File: src/rtl/fir_sym_decim_if.sv
// Sample/coefficient handshake bundle for fir_sym_decim.
// The master drives samples and coefficient writes; the slave is the filter.
interface fir_sym_decim_if #(
  parameter int unsigned W  = 20,
  parameter int unsigned WC = 18
);
  logic          in_valid;
  logic          in_ready;
  logic [W-1:0]  data_input;
  logic          coef_we;
  logic [5:0]    coef_addr;
  logic [WC-1:0] coef_data;
  logic          out_valid;
  logic [W-1:0]  data_output;
  logic          sat;
  logic          coef_err;

  modport master (
    output in_valid, data_input, coef_we, coef_addr, coef_data,
    input  in_ready, out_valid, data_output, sat, coef_err
  );

  modport slave (
    input  in_valid, data_input, coef_we, coef_addr, coef_data,
    output in_ready, out_valid, data_output, sat, coef_err
  );
endinterface

File: src/rtl/fir_sym_decim.sv
// Symmetric linear-phase FIR decimator: one shared pre-add/multiply/accumulate
// path walks the N/2 coefficient pairs per output, with run-time coefficient writes.
module fir_sym_decim #(
  parameter int unsigned W  = 20,
  parameter int unsigned WC = 18,
  parameter int unsigned N  = 24,
  parameter int unsigned R  = 1
) (
  input logic            clk,
  input logic            reset_b,
  fir_sym_decim_if.slave bus
);

  localparam int unsigned Half = N / 2;
  localparam int unsigned KW   = (Half > 1) ? $clog2(Half) : 1;
  localparam int unsigned XW   = $clog2(N);
  localparam int unsigned DW   = (R > 1) ? $clog2(R) : 1;
  localparam int unsigned PW   = W + WC + 1;
  localparam int unsigned WA   = PW + $clog2(Half);

  localparam logic signed [WA:0] RndHalf = {{(WA + 1 - WC){1'b0}}, 1'b1, {(WC - 1){1'b0}}};

  typedef enum logic [1:0] {StIdle, StMac, StDrain, StRound} state_e;

  state_e                state_q, state_d;
  logic                  rdy_q;
  logic [DW-1:0]         dec_q, dec_d;
  logic [KW-1:0]         k_q, k_d;
  logic [1:0]            drn_q, drn_d;
  logic signed [W-1:0]   x_q [N];
  logic signed [W-1:0]   x_d [N];
  logic signed [WC-1:0]  coef_q [Half];
  logic signed [WC-1:0]  coef_d [Half];
  logic signed [W:0]     pre_q, pre_d;
  logic signed [WC-1:0]  cpipe_q, cpipe_d;
  logic                  pre_vld_q, pre_vld_d;
  logic signed [PW-1:0]  prod_q, prod_d;
  logic                  prod_vld_q;
  logic signed [WA-1:0]  acc_q, acc_d;
  logic [W-1:0]          y_q, y_d;
  logic                  sat_q, sat_d;
  logic                  err_q, err_d;

  logic                  in_ready;
  logic                  accept;
  logic                  dec_last;
  logic                  addr_ok;
  logic [XW-1:0]         k_idx;
  logic [XW-1:0]         m_idx;
  logic signed [WA:0]    rnd_sum;
  logic signed [WA:0]    rnd_sh;
  logic                  ovf;
  logic [W-1:0]          y_rnd;

  assign in_ready = rdy_q && (state_q == StIdle);
  assign accept   = bus.in_valid && in_ready;
  assign dec_last = (dec_q == DW'(R - 1));
  assign addr_ok  = (32'(bus.coef_addr) < Half);
  assign k_idx    = XW'(k_q);
  assign m_idx    = XW'(N - 1) - XW'(k_q);

  // Round half up, then clip when the bits above the output sign disagree.
  always_comb begin
    rnd_sum = (WA + 1)'(acc_q) + RndHalf;
    rnd_sh  = rnd_sum >>> WC;
    ovf     = (|rnd_sh[WA:W-1]) && !(&rnd_sh[WA:W-1]);
    if (ovf) begin
      y_rnd = rnd_sh[WA] ? {1'b1, {(W - 1){1'b0}}} : {1'b0, {(W - 1){1'b1}}};
    end else begin
      y_rnd = rnd_sh[W-1:0];
    end
  end

  // Datapath stages run every cycle; only the valid bits gate accumulation.
  always_comb begin
    pre_d   = (W + 1)'(x_q[k_idx]) + (W + 1)'(x_q[m_idx]);
    cpipe_d = coef_q[k_q];
    prod_d  = PW'(pre_q) * PW'(cpipe_q);
  end

  always_comb begin
    state_d   = state_q;
    dec_d     = dec_q;
    k_d       = k_q;
    drn_d     = drn_q;
    x_d       = x_q;
    coef_d    = coef_q;
    acc_d     = acc_q;
    y_d       = y_q;
    sat_d     = sat_q;
    err_d     = err_q;
    pre_vld_d = 1'b0;

    // A write that coincides with the starting accept lands before the first MAC read.
    if (bus.coef_we) begin
      if ((state_q == StIdle) && addr_ok) begin
        coef_d[bus.coef_addr[KW-1:0]] = bus.coef_data;
      end else begin
        err_d = 1'b1;
      end
    end

    if (prod_vld_q) begin
      acc_d = acc_q + WA'(prod_q);
    end

    case (state_q)
      StIdle: begin
        if (accept) begin
          x_d[0] = bus.data_input;
          for (int i = 1; i < N; i++) begin
            x_d[i] = x_q[i-1];
          end
          if (dec_last) begin
            dec_d   = '0;
            acc_d   = '0;
            k_d     = '0;
            state_d = StMac;
          end else begin
            dec_d = dec_q + 1'b1;
          end
        end
      end
      StMac: begin
        pre_vld_d = 1'b1;
        k_d       = k_q + 1'b1;
        if (k_q == KW'(Half - 1)) begin
          drn_d   = '0;
          state_d = StDrain;
        end
      end
      StDrain: begin
        // Pre-add, product and accumulate stages flush; the last cycle rounds.
        drn_d = drn_q + 1'b1;
        if (drn_q == 2'd2) begin
          y_d     = y_rnd;
          sat_d   = ovf;
          state_d = StRound;
        end
      end
      StRound: begin
        state_d = StIdle;
      end
      default: begin
        state_d = StIdle;
      end
    endcase
  end

  always_ff @(posedge clk or negedge reset_b) begin
    if (!reset_b) begin
      state_q    <= StIdle;
      rdy_q      <= 1'b0;
      dec_q      <= '0;
      k_q        <= '0;
      drn_q      <= '0;
      x_q        <= '{default: '0};
      coef_q     <= '{default: '0};
      pre_q      <= '0;
      cpipe_q    <= '0;
      pre_vld_q  <= 1'b0;
      prod_q     <= '0;
      prod_vld_q <= 1'b0;
      acc_q      <= '0;
      y_q        <= '0;
      sat_q      <= 1'b0;
      err_q      <= 1'b0;
    end else begin
      state_q    <= state_d;
      rdy_q      <= 1'b1;
      dec_q      <= dec_d;
      k_q        <= k_d;
      drn_q      <= drn_d;
      x_q        <= x_d;
      coef_q     <= coef_d;
      pre_q      <= pre_d;
      cpipe_q    <= cpipe_d;
      pre_vld_q  <= pre_vld_d;
      prod_q     <= prod_d;
      prod_vld_q <= pre_vld_q;
      acc_q      <= acc_d;
      y_q        <= y_d;
      sat_q      <= sat_d;
      err_q      <= err_d;
    end
  end

  assign bus.in_ready    = in_ready;
  assign bus.out_valid   = (state_q == StRound);
  assign bus.data_output = y_q;
  assign bus.sat         = sat_q;
  assign bus.coef_err    = err_q;

endmodule

File: src/flat_wrapper.sv
// flat-port wrapper written by rule: the top's interface ports become plain ports
module fir_sym_decim_flat 
#(
  parameter int unsigned W  = 20,
  parameter int unsigned WC = 18,
  parameter int unsigned N  = 24,
  parameter int unsigned R  = 1
)
  (clk, reset_b, bus_in_valid, bus_data_input, bus_coef_we, bus_coef_addr, bus_coef_data, bus_in_ready, bus_out_valid, bus_data_output, bus_sat, bus_coef_err);
  fir_sym_decim_if #(.W(W), .WC(WC)) bus_i ();
  input logic clk;
  input logic reset_b;
  input wire logic [$bits(bus_i.in_valid)-1:0] bus_in_valid;
  input wire logic [$bits(bus_i.data_input)-1:0] bus_data_input;
  input wire logic [$bits(bus_i.coef_we)-1:0] bus_coef_we;
  input wire logic [$bits(bus_i.coef_addr)-1:0] bus_coef_addr;
  input wire logic [$bits(bus_i.coef_data)-1:0] bus_coef_data;
  output wire logic [$bits(bus_i.in_ready)-1:0] bus_in_ready;
  output wire logic [$bits(bus_i.out_valid)-1:0] bus_out_valid;
  output wire logic [$bits(bus_i.data_output)-1:0] bus_data_output;
  output wire logic [$bits(bus_i.sat)-1:0] bus_sat;
  output wire logic [$bits(bus_i.coef_err)-1:0] bus_coef_err;
  assign bus_i.in_valid = bus_in_valid;
  assign bus_i.data_input = bus_data_input;
  assign bus_i.coef_we = bus_coef_we;
  assign bus_i.coef_addr = bus_coef_addr;
  assign bus_i.coef_data = bus_coef_data;
  assign bus_in_ready = bus_i.in_ready;
  assign bus_out_valid = bus_i.out_valid;
  assign bus_data_output = bus_i.data_output;
  assign bus_sat = bus_i.sat;
  assign bus_coef_err = bus_i.coef_err;
  fir_sym_decim #(.W(W), .WC(WC), .N(N), .R(R)) u_core (.clk(clk), .reset_b(reset_b), .bus(bus_i));
endmodule
File: config.mk
export PLATFORM = sky130hd
export DESIGN_NAME = fir_sym_decim_flat
export DESIGN_NICKNAME = d
export VERILOG_FILES = /design/src/rtl/fir_sym_decim_if.sv /design/src/rtl/fir_sym_decim.sv /design/src/flat_wrapper.sv
export SDC_FILE = /design/constraint.sdc
export NUM_CORES = 2
export LEC_CHECK = 0
export ABC_AREA = 1
export CAP_MARGIN = 20
export CORE_UTILIZATION = 35
export DETAILED_ROUTE_END_ITERATION = 7
export PLACE_DENSITY_LB_ADDON = 0.05
export SLEW_MARGIN = 15
export SYNTH_ARGS = -nofsm -noshare
export SYNTH_HDL_FRONTEND = slang
export SYNTH_SLANG_ARGS = --single-unit
File: constraint.sdc
create_clock -name clk -period 6.3 [get_ports clk]
set_input_delay 1.26 -clock clk [delete_from_list [all_inputs] [get_ports clk]]
set_output_delay 1.26 -clock clk [all_outputs]
set_load 0.05 [all_outputs]
* Yosys cells after proc, flatten, opt, wreduce, memory -nomap -nowiden
Cells that the tools add are included. W data, S select, Z words.
Cells by class: add/sub/neg operators 7, multiply operators 1, divide/modulo/power cells 0, $lt $le $gt $ge 6, equality and inequality tests 9, shifts and indexed selects 0, mux-type cells 30, bitwise logic cells 5, reductions and logical operators 18
Operators with widths (number):
- $bwmux W216 | 1
- $bmux W20 S5 | 2
- $mux W43 | 4
- $mux W20 | 6
- $bmux W18 S4 | 1
- $demux W18 S4 | 1
- $mux W18 | 3
- $add A43 B19 Y44 const B | 1
- $add A43 B39 Y43 | 1
- $mul A21 B18 Y39 | 1
- $add A20 B20 Y21 | 1
- $ge A6 B6 Y1 const B | 2
- $ge A5 B5 Y1 const B | 2
- $mux W2 | 5
- $not A4 Y5 | 2
- $reduce_and A2 Y1 | 5
- $mux W4 | 2
- $pmux W2 S4 | 1
- $pmux W4 S2 | 1
- $reduce_and A7 Y1 | 1
- $reduce_or A7 Y1 | 1
- $eq A2 B2 Y1 const B | 3
- $lt A6 B4 Y1 const B | 1
- $ne A2 B1 Y1 const B | 3
- 19 further kinds | 25
Word-level totals: register bits after elaboration 851, bits in latches 0, memory bits (writable) 0, bits in read-only memories 0, output and inout bits 24, logic and storage cells 126, memories kept 0

* Depth between registers and ports, before layout
depth in word-level cells 6, mapped depth 27, gate-level depth less buffers 25

* Worst setup path before layout
OpenSTA, ideal clock, no wires.
path type register to register, from reg u_core.pre_q[13], to reg u_core.prod_q[27], arrival 5.466 ns, data required time 6.176 ns, setup slack 0.710 ns, stages on the path, launching flop included 23, buffers on the path 2, cells stage by stage dfrtp_1 > clkbuf_1 > buf_1 > nand2_1 > fa_1 > inv_1 > fa_1 > inv_1 > fa_1 > inv_1 > fa_1 > inv_1 > fa_1 > inv_1 > fa_1 > ha_1 > nand2_1 > nor2_1 > nand4_1 > o21ai_0 > a21oi_1 > o211ai_1 > nand2_1
Between the ends: longest elaborated chain between the ends 1
Ends and longest elaborated chain:
- start, declared | line fir_sym_decim.sv:34 | logic signed [W:0] pre_q, pre_d;
- start signal, assigned | line fir_sym_decim.sv:176 | pre_q <= pre_d;
- $mul A21 B18 Y39 | line fir_sym_decim.sv:78 | prod_d = PW'(pre_q) * PW'(cpipe_q);
- named net u_core.prod_d[27] | line fir_sym_decim.sv:37 | logic signed [PW-1:0] prod_q, prod_d;
- end signal, assigned | line fir_sym_decim.sv:179 | prod_q <= prod_d;
- end, declared | line fir_sym_decim.sv:37
The timed path passes the listed nets, and every way through them passes these cells. A chain may end at the register's enable or synchronous reset.

* Worst setup path in the final report
from reg u_core.pre_q[9], to reg u_core.prod_q[27]
Same word-level chain as after synthesis.

==> flow_summary.ini <==
[global_routing]
antenna_found_initial = 0
grt_max_degree = 233
grt_overflow = 0
grt.total_usage = 0.212
grt_first_pass_wirelength_mm = 273
grt_pass1_vias = 45300

[worst_setup_path]
cp_slowest_stage_delay_ps = 690
critPathTopFamily = adder cells
crit_fanout = 13
cp_data_arrival_time_ps = 6610
cp_data_required_time_ps = 6900
critPathKind = flop to flop
critPathBufInv = 5
cp-start-kind = flop
cp_cell_sequence = buf_4, nand2_1, fa_1, inv_1, fa_1, inv_1, fa_1, fa_1, fa_1, fa_1, inv_1, ha_1, a21oi_1, o21ai_0, a21oi_1, o21ai_0, buf_4, a21oi_1, o21ai_0, nand2_1, nand2_1
path_common_cell = fa_1
end_kind = flop
critPathSlowestCell = dfrtp_1

[run]
maxCapViolCount = 0

[floorplan]
dieWidth_um = 405
initial_utilization = 0.353
fp-row-count = 147
core-area_sq_um = 161000
die-area_sq_um = 164000
ios = 72
die_h_um = 405

[final_layout]
area_growth_syn_to_layout_pct = 11.6
final_common_cell = nand2_1
antenna_cells = 0
nets = 7723
mostFrequentLayoutCells = nand2_1 (1711), inv_1 (1132), o21ai_0 (1086)
drive_gt1_frac = 0.0545
stdcell_area_sq_um = 63400
fill_cells = 16900

[synthesis]
yosysWarnings = 0
ys_types = 51
yosys_register_bits = 850
synthFlopType = dfrtp_1
synth_cells = 7228
syn_area_sq_um = 56800
ys_seq_area_frac = 0.375
avgSynthCellArea_sq_um = 7.85
synth_edf_count = 0
async_flop_share = 1.00
synth_fp_nets = 7824

[cts]
numCtsBuffers = 106
clock_path_buffers = 3
cts_root_buf = clkbuf_16
cts_tree = yes
htreeDepth = 3
path_clk_slew_ps = 70
clk_latency_ps = 750
post_cts.repair.setup_buffers = 0
ctsHoldBuffers = 0
cts.sinks = 850

[sta]
rsz0062_at_grt = yes
max_slew_margin = 0.231
final-hold-violation-count = 0
fin_crit_ps = 6010
final.setup_skew_ps = 63.1
setup_tns_ps = 0
max_freq_ghz = 0.166
tightest_slew_ps = 1150
fin_crit_sh = 0.954
setup_violations = 0
drv_slew = 0

[placement]
dp_hpwl_mm = 117
port_buffers = 71
dpl_cell_area_sq_um = 59800
gp_congestion = 0.885

[worst_hold_path]
worst_hold_path_type = flop to flop

[routing]
drt_iter0_drc = 3411
firstDrtPassIters = 5
vias = 46300
routed_wl_mm = 172
avgViaCountPerCell = 4.94
detail-route-antenna-nets = 0
avgRoutedWirePerCell_um = 18.4
drc = 0

[status]
status = finished clean
-- registers in the layout, indices dropped and copies added (netlist names) --
name / flops
u_core.acc_q: 43
u_core.bus.coef_err: 1
u_core.bus.data_output: 20
u_core.bus.sat: 1
u_core.coef_q: 216
u_core.cpipe_q: 18
u_core.drn_q: 2
u_core.k_q: 4
u_core.pre_q: 21
u_core.pre_vld_q: 1
u_core.prod_q: 39
u_core.prod_vld_q: 1
u_core.rdy_q: 1
u_core.state_q: 2
u_core.x_q: 480
-- path summary, 6_finish.rpt --
check / to / slack [ps] / from / cells past startpoint
min: u_core.prod_vld_q$_DFF_PN0_ / 390 / u_core.pre_vld_q$_DFF_PN0_ / 0
max in group asynchronous: u_core.cpipe_q[10]$_DFF_PN0_ / 4300 / reset_b / 2
max: u_core.prod_q[27]$_DFF_PN0_ / 290 / u_core.pre_q[9]$_DFF_PN0_ / 21
min reg2reg: u_core.prod_vld_q$_DFF_PN0_ / 390 / u_core.pre_vld_q$_DFF_PN0_ / 0
max reg2reg: u_core.prod_q[27]$_DFF_PN0_ / 290 / u_core.pre_q[9]$_DFF_PN0_ / 21
min in group asynchronous: u_core.bus.data_output[14]$_DFFE_PN0P_ / 520 / reset_b / 1
-- routing by layer --
layer | vias up | global-route usage | wire length [um]
li1 | 22700 | - | -
met1 | 22700 | 0.313 | 85900
met2 | 709 | 0.336 | 77900
met3 | 193 | 0.0221 | 5100
met4 | 0 | 0.0439 | 3220
met5 | - | 0 | 0
-- cells by family (layout without fill, tap and decap cells) --
group / Yosys count / in the layout / share of synthesized area
compound gates: 1907 / 1907 / 0.178
xor+xnor: 74 / 74 / 0.0114
other cells: 1 / 1 / 0.0000661
flops: 850 / 850 / 0.375
fa+ha+maj: 548 / 548 / 0.171
buf+inv: 1551 / 1533 / 0.104
simple gates: 2297 / 2297 / 0.161
-- worst register-to-register path, cell delays in order (launching register included) --
cell and delay, ps:
dfrtp_1 690, buf_4 260, nand2_1 70, fa_1 500, inv_1 60, fa_1 520
inv_1 50, fa_1 480, fa_1 590, fa_1 430, fa_1 490, inv_1 40
ha_1 350, a21oi_1 300, o21ai_0 140, a21oi_1 140, o21ai_0 110, buf_4 170
a21oi_1 230, o21ai_0 120, nand2_1 70, nand2_1 50
-- cell type report --
type | count | area, sq um | area share
Multi-Input combinational cell | 4827 | 29600 | 0.467
Sequential cell | 850 | 21300 | 0.336
Inverter | 1140 | 4300 | 0.0679
Clock buffer | 151 | 3020 | 0.0477
Tap cell | 2160 | 2700 | 0.0426
Timing Repair Buffer | 202 | 1870 | 0.0296
Clock inverter | 40 | 553 | 0.00873
-- Yosys cell counts, types with 11 or more instances --
cell type	number	area (sq um)
nand4_1	28	175
dfrtp_1	850	21300
o21bai_1	11	82.6
buf_1	38	143
nand2_1	1719	6450
fa_1	379	7590
o21ai_0	1086	5440
nand3_1	190	951
buf_2	57	285
a21oi_1	653	3270
inv_1	1134	4260
ha_1	169	2110
xor2_1	48	420
a31o_2	16	140
nor2_1	291	1090
nor3_1	21	105
a311o_1	38	380
o211ai_1	57	428
or2_2	14	87.6
xnor2_1	26	228
clkbuf_1	313	1170
-- stage by stage --
step	hold WS, ps	utilization	setup WS, ps	std cells
2_1_floorplan	331	-	710	7228
5_1_grt	401	0.394	-30.7	9370
3_5_place_dp	353	0.372	265	9179
6_report	387	0.394	288	9370
4_1_cts	394	0.394	199	9370
3_3_place_gp	349	0.372	279	9179
-- timing repair --
item | 4_1_cts | 5_1_grt
endpoints found under the hold margin | 0 | 0
endpoints found under the setup margin | 0 | 8
gates resized for setup | 0 | 13
Power is left out: the tool's default activity adds up to more than one toggle a clock period on the data nets, which glitch-free logic cannot reach.
